### src/rtl/alu_pkg.sv
// Shared ALU encodings and the multiply sequencer state type.
package alu_pkg;
  localparam logic [4:0] PASS_A = 5'b10000;
  localparam logic [4:0] ADD32  = 5'b10100;
  localparam logic [4:0] LSL32  = 5'b11011;
  localparam logic [4:0] LSR32  = 5'b11100;

  localparam int FLAG_Z = 3;
  localparam int FLAG_C = 2;
  localparam int FLAG_N = 1;
  localparam int FLAG_V = 0;

  typedef enum logic [1:0] {IDLE, ADD, SHIFT, DONE} mul_state_t;
endpackage

### src/rtl/alu_mul_sequencer_if.sv
// Request/result handshake plus the ALU port bundle driven by the sequencer.
interface alu_mul_sequencer_if #(parameter int WIDTH = 16);
  logic             Start;
  logic [WIDTH-1:0] Multiplicand;
  logic [WIDTH-1:0] Multiplier;
  logic             Busy;
  logic             Done;
  logic [31:0]      Product;
  logic [31:0]      AluA;
  logic [31:0]      AluB;
  logic [4:0]       AluFunSel;
  logic             AluWF;
  logic [31:0]      AluOut;

  modport master (
    output Start, Multiplicand, Multiplier, AluOut,
    input  Busy, Done, Product, AluA, AluB, AluFunSel, AluWF
  );

  modport slave (
    input  Start, Multiplicand, Multiplier, AluOut,
    output Busy, Done, Product, AluA, AluB, AluFunSel, AluWF
  );
endinterface

### src/rtl/alu_mul_sequencer.sv
// Shift-and-add unsigned multiplier that borrows the shared 32-bit ALU for
// both the accumulate and the multiplicand shift, stopping once no set bits remain.
//   state | meaning
//   IDLE  | ALU ports parked, waiting for Start
//   ADD   | Acc + Mcand through the ALU when the current multiplier bit is set
//   SHIFT | Mcand << 1 through the ALU, retire one multiplier bit
//   DONE  | one-cycle result pulse
module alu_mul_sequencer
  import alu_pkg::*;
#(
  parameter int WIDTH = 16,
  parameter int CNT_W = $clog2(WIDTH) + 1
) (
  input  logic              Clock,
  input  logic              Reset,
  alu_mul_sequencer_if.slave bus
);

  mul_state_t       state, state_nxt;
  logic [31:0]      acc;
  logic [31:0]      mcand;
  logic [WIDTH-1:0] mplier;
  logic [CNT_W-1:0] cnt;
  logic [31:0]      product;
  logic             last_iter;

  // Terminate on the final bit position or as soon as no set bits are left above bit 0.
  assign last_iter   = (cnt == CNT_W'(WIDTH - 1)) || (mplier[WIDTH-1:1] == '0);
  assign bus.Product = product;

  always_ff @(posedge Clock or posedge Reset) begin
    if (Reset) state <= IDLE;
    else       state <= state_nxt;
  end

  always_ff @(posedge Clock or posedge Reset) begin
    if (Reset) begin
      acc     <= '0;
      mcand   <= '0;
      mplier  <= '0;
      cnt     <= '0;
      product <= '0;
    end else begin
      case (state)
        IDLE: begin
          if (bus.Start) begin
            acc    <= '0;
            mcand  <= {{(32-WIDTH){1'b0}}, bus.Multiplicand};
            mplier <= bus.Multiplier;
            cnt    <= '0;
          end
        end
        ADD: begin
          if (mplier[0]) acc <= bus.AluOut;
        end
        SHIFT: begin
          mcand  <= bus.AluOut;
          mplier <= mplier >> 1;
          cnt    <= cnt + CNT_W'(1);
          if (last_iter) product <= acc;
        end
        default: ;
      endcase
    end
  end

  always_comb begin
    state_nxt     = state;
    bus.Busy      = 1'b0;
    bus.Done      = 1'b0;
    bus.AluA      = '0;
    bus.AluB      = '0;
    bus.AluFunSel = PASS_A;
    bus.AluWF     = 1'b0;
    case (state)
      IDLE: begin
        if (bus.Start) state_nxt = ADD;
      end
      ADD: begin
        bus.Busy = 1'b1;
        bus.AluA = acc;
        bus.AluB = mcand;
        if (mplier[0]) begin
          bus.AluFunSel = ADD32;
          bus.AluWF     = 1'b1;
        end
        state_nxt = SHIFT;
      end
      SHIFT: begin
        bus.Busy      = 1'b1;
        bus.AluA      = mcand;
        bus.AluFunSel = LSL32;
        state_nxt     = last_iter ? DONE : ADD;
      end
      DONE: begin
        bus.Busy  = 1'b1;
        bus.Done  = 1'b1;
        state_nxt = IDLE;
      end
      default: state_nxt = IDLE;
    endcase
  end

endmodule

### src/flat_wrapper.sv
// flat-port wrapper written by rule: the top's interface ports become plain ports
module alu_mul_sequencer_flat import alu_pkg::*;
#(
  parameter int WIDTH = 16,
  parameter int CNT_W = $clog2(WIDTH) + 1
)
  (Clock, Reset, bus_Start, bus_Multiplicand, bus_Multiplier, bus_AluOut, bus_Busy, bus_Done, bus_Product, bus_AluA, bus_AluB, bus_AluFunSel, bus_AluWF);
  alu_mul_sequencer_if #(.WIDTH(WIDTH)) bus_i ();
  input  logic Clock;
  input  logic Reset;
  input wire logic [$bits(bus_i.Start)-1:0] bus_Start;
  input wire logic [$bits(bus_i.Multiplicand)-1:0] bus_Multiplicand;
  input wire logic [$bits(bus_i.Multiplier)-1:0] bus_Multiplier;
  input wire logic [$bits(bus_i.AluOut)-1:0] bus_AluOut;
  output wire logic [$bits(bus_i.Busy)-1:0] bus_Busy;
  output wire logic [$bits(bus_i.Done)-1:0] bus_Done;
  output wire logic [$bits(bus_i.Product)-1:0] bus_Product;
  output wire logic [$bits(bus_i.AluA)-1:0] bus_AluA;
  output wire logic [$bits(bus_i.AluB)-1:0] bus_AluB;
  output wire logic [$bits(bus_i.AluFunSel)-1:0] bus_AluFunSel;
  output wire logic [$bits(bus_i.AluWF)-1:0] bus_AluWF;
  assign bus_i.Start = bus_Start;
  assign bus_i.Multiplicand = bus_Multiplicand;
  assign bus_i.Multiplier = bus_Multiplier;
  assign bus_i.AluOut = bus_AluOut;
  assign bus_Busy = bus_i.Busy;
  assign bus_Done = bus_i.Done;
  assign bus_Product = bus_i.Product;
  assign bus_AluA = bus_i.AluA;
  assign bus_AluB = bus_i.AluB;
  assign bus_AluFunSel = bus_i.AluFunSel;
  assign bus_AluWF = bus_i.AluWF;
  alu_mul_sequencer #(.WIDTH(WIDTH), .CNT_W(CNT_W)) u_core (.Clock(Clock), .Reset(Reset), .bus(bus_i));
endmodule
### config.mk
export PLATFORM = sky130hd
export DESIGN_NAME = alu_mul_sequencer_flat
export DESIGN_NICKNAME = d
export VERILOG_FILES = /design/src/rtl/alu_pkg.sv /design/src/rtl/alu_mul_sequencer_if.sv /design/src/rtl/alu_mul_sequencer.sv /design/src/flat_wrapper.sv
export SDC_FILE = /design/constraint.sdc
export NUM_CORES = 1
export LEC_CHECK = 0
export ABC_AREA = 1
export CAP_MARGIN = 20
export CORE_UTILIZATION = 48
export DETAILED_ROUTE_END_ITERATION = 8
export PLACE_DENSITY = 0.87
export SLEW_MARGIN = 10
export SYNTH_ARGS = -nofsm -noshare
export SYNTH_HDL_FRONTEND = slang
export SYNTH_SLANG_ARGS = --single-unit
### constraint.sdc
create_clock -name Clock -period 4.4 [get_ports Clock]
set_input_delay 0.66 -clock Clock [delete_from_list [all_inputs] [get_ports Clock]]
set_output_delay 0.66 -clock Clock [all_outputs]
set_load 0.01 [all_outputs]
==> impl_metrics.py <==
metrics = {
    "critical_path": {
        "worst-path-buf-inv": 2,
        "path_class": "flop to output pin",
        "arrival_ns": 2.94,
        "path_cells": "inv_1, ha_4, nand2_1, nor2_1, clkdlybuf4s50_1",
        "required_ns": 3.74,
        "path_delay_family": "adder cells",
        "cp_slowest_stage_delay_ns": 0.85,
        "cp-start-kind": "flop",
        "cp_max_fo": 97,
        "worstSetupEndpointType": "output pin",
        "crit_path_top_delay_cell": "ha_4",
    },
    "status": {
        "violations": "design-rule violations",
        "status": "complete, but fails checks",
    },
    "global_route": {
        "grt_pass1_vias": 5343,
        "top_usage_layer": "met2",
        "grtUsageTotal_pct": 27.1,
        "grt_max_degree": 98,
        "use_met1_pct": 36.1,
        "grt_pass1_wl_mm": 26.5,
        "use_met3_pct": 4.27,
        "grtUsageMet2_pct": 43.6,
        "antenna_found_initial": 0,
        "grt_overflow": 0,
    },
    "cells_and_area": {
        "syn_to_final_growth_pct": 41.2,
        "final_nets": 978,
        "final_core_util_pct": 70.7,
        "drive_gt1_share_pct": 4.91,
        "diodes": 0,
    },
    "yosys": {
        "yosysTopAreaCellShare_pct": 51.2,
        "synth_most_common_cell": "nand2_1",
        "ys.flop_type": "dfrtp_1",
        "synth_common_cells": "nand2_1, dfrtp_1, inv_1, nand3_1",
        "syn_area_per_cell_sq_um": 7.64,
        "yosysTopAreaCell": "dfrtp_1",
        "synth_area_leaders": "dfrtp_1, nand2_1, inv_1",
        "syn_area_sq_um": 5810,
        "synth_edf_count": 0,
        "ys_ff_latch": 119,
        "postSynthCellCount": 761,
        "synth_warnings": 0,
        "ys_types": 24,
        "async_flop_share_pct": 100,
        "synthesis.nets": 835,
        "seq_area_frac_synth_pct": 51.2,
    },
    "route": {
        "vias": 5589,
        "vias_per_cell": 5.28,
        "routed_wl_mm": 16.5,
        "wire_per_inst_um": 15.6,
        "drt-initial-drc-count": 484,
        "drtAntennaViolNets": 0,
        "drc": 7,
        "drtPass1Iterations": 7,
    },
    "clocking": {
        "cts_max_level": 4,
        "ctsRootBufferMaster": "clkbuf_16",
        "hold_buffers": 0,
        "clk_latency_ns": 0.41,
        "clk_pin_slew_worst_paths_ns": 0.05,
        "tritoncts": "done",
        "cts_max_path_buffers": 2,
        "post_cts_buffers": 0,
        "cts-buffers-inserted": 17,
        "cts_sinks": 119,
        "cts_resized": 0,
    },
    "timing": {
        "maxSlewHeadroom_pct": 32.2,
        "worstMarginPinSlew_ns": 1.02,
        "fin_crit_sh_pct": 81.9,
        "setup_tns_ns": 0,
        "fmax_ghz": 0.277,
        "finClkSkew_ns": 0.00849,
        "fin_crit_ns": 3.60,
        "rsz0062_at_grt": "no",
        "finalHoldViolations": 0,
        "drv_slew": 0,
        "worst_slack_ns": 0.796,
        "setup_viol_count_final": 0,
    },
    "die": {
        "row_count": 39,
        "core_sq_um": 11600,
        "initial_core_util_pct": 50.1,
        "die-width_um": 112,
        "fp.dieH_um": 112,
        "num_io_pins": 171,
        "fp.dieArea_sq_um": 12600,
    },
    "pwr": {
        "total_leakage_power_nw": 3.81,
        "finalPower_w": 0.00567,
        "vdd_drop_max_uv": 688,
        "pwr_density_cell_nw_per_um2": 690,
    },
    "placed_design": {
        "place.gp.congestion": 0.859,
        "dp_slack_ns": 1.21,
        "dp_hpwl_mm": 10.9,
        "io_buffers": 169,
    },
    "run": {
        "max_cap_viol_count": 0,
    },
    "min_path": {
        "min_path_type": "flop to flop",
    },
}
## final timing paths
| path | slack, ns | depth (start not counted) | from | endpoint |
|---|---|---|---|---|
| worst min-delay path | 0.47 | 2 | u_core.bus.Product[28] | u_core.bus.Product[28] |
| min in group asynchronous | 0.58 | 2 | Reset | u_core.mcand[11] |
| worst max-delay path | 0.80 | 5 | u_core.state[1] | bus_AluFunSel[2] |
| worst max register to register | 1.11 | 7 | u_core.state[1] | u_core.acc[8] |
| worst min register to register | 0.47 | 2 | u_core.bus.Product[28] | u_core.bus.Product[28] |
| max in group asynchronous | 2.97 | 4 | Reset | u_core.mplier[5] |
## cell usage in the layout (no fill, tap or decap), types with 2 or more instances in the layout
cell             count
clkdlybuf4s50_1    169
clkbuf_16           17
a21oi_1             38
nor2_1              44
nand3_1             65
buf_12               2
nor2_2               2
bufinv_16            5
o22ai_1              3
nand2_1            250
clkbuf_1             3
ha_4                 2
a31oi_1             31
buf_4                5
inv_1               91
o21ai_1              7
ha_1                 5
clkbuf_8             2
dfrtp_1            119
clkinv_2             3
o21ai_0             44
## through the flow
stage | hold slack, ns | cell area [sq um] | std cells
after detailed placement | 0.457 | 7540 | 1027
final | 0.467 | 8210 | 1059
after global routing | 0.490 | 8210 | 1059
after CTS | 0.474 | 8180 | 1058
after global placement | 0.454 | 7540 | 1027
after floorplan | 0.460 | 5810 | 761
## worst register-to-register path: stages, from the launching register on
cell and delay, ns:
dfrtp_1 0.43, inv_1 0.18, ha_4 0.85, nand2_1 0.36, o22ai_4 0.71, buf_4 0.43
nand3_1 0.13, o21ai_0 0.13
## cells by family (layout without fill, tap and decap cells)
| kind of cell | count (synthesis) | in the layout | share of synthesized area [%] |
|---|---|---|---|
| buf+inv | 146 | 301 | 10.5 |
| compound gates | 125 | 125 | 11.7 |
| other cells | 1 | 1 | 0.0645 |
| flops | 119 | 119 | 51.2 |
| fa+ha+maj | 7 | 7 | 1.51 |
| simple gates | 363 | 363 | 25.0 |
## flip-flops by register name, summed over array words and instances, names as in the netlist
name,flops
u_core.mplier,16
u_core.state,2
u_core.acc,32
u_core.bus.Product,32
u_core.cnt,5
u_core.mcand,32
## layer usage
metal,share of wire (%),wire [um]
met1,43,7010
met2,48,7920
met3,5.7,937
met4,3.7,608
met5,0,0
## report_power, final
| part | switching (W) | internal, W | total, W | leakage [nW] |
|---|---|---|---|---|
| clock | 0.000475 | 0.00103 | 0.00150 | 0.310 |
| combinational | 0.00145 | 0.000946 | 0.00239 | 1.98 |
| sequential | 0.000306 | 0.00147 | 0.00177 | 1.53 |
| total | 0.00223 | 0.00344 | 0.00567 | 3.81 |
## final cells by class
type / count / area [sq um]
clock buffers: 22 / 464
repair buffers: 177 / 1800
well taps: 143 / 179
flip-flops and latches: 119 / 2980
multi-input cells: 496 / 2260
inverters: 93 / 352
clock inverters: 9 / 173
fillers: 878 / 3410
Note: power is estimated with default switching activity, not from simulation.
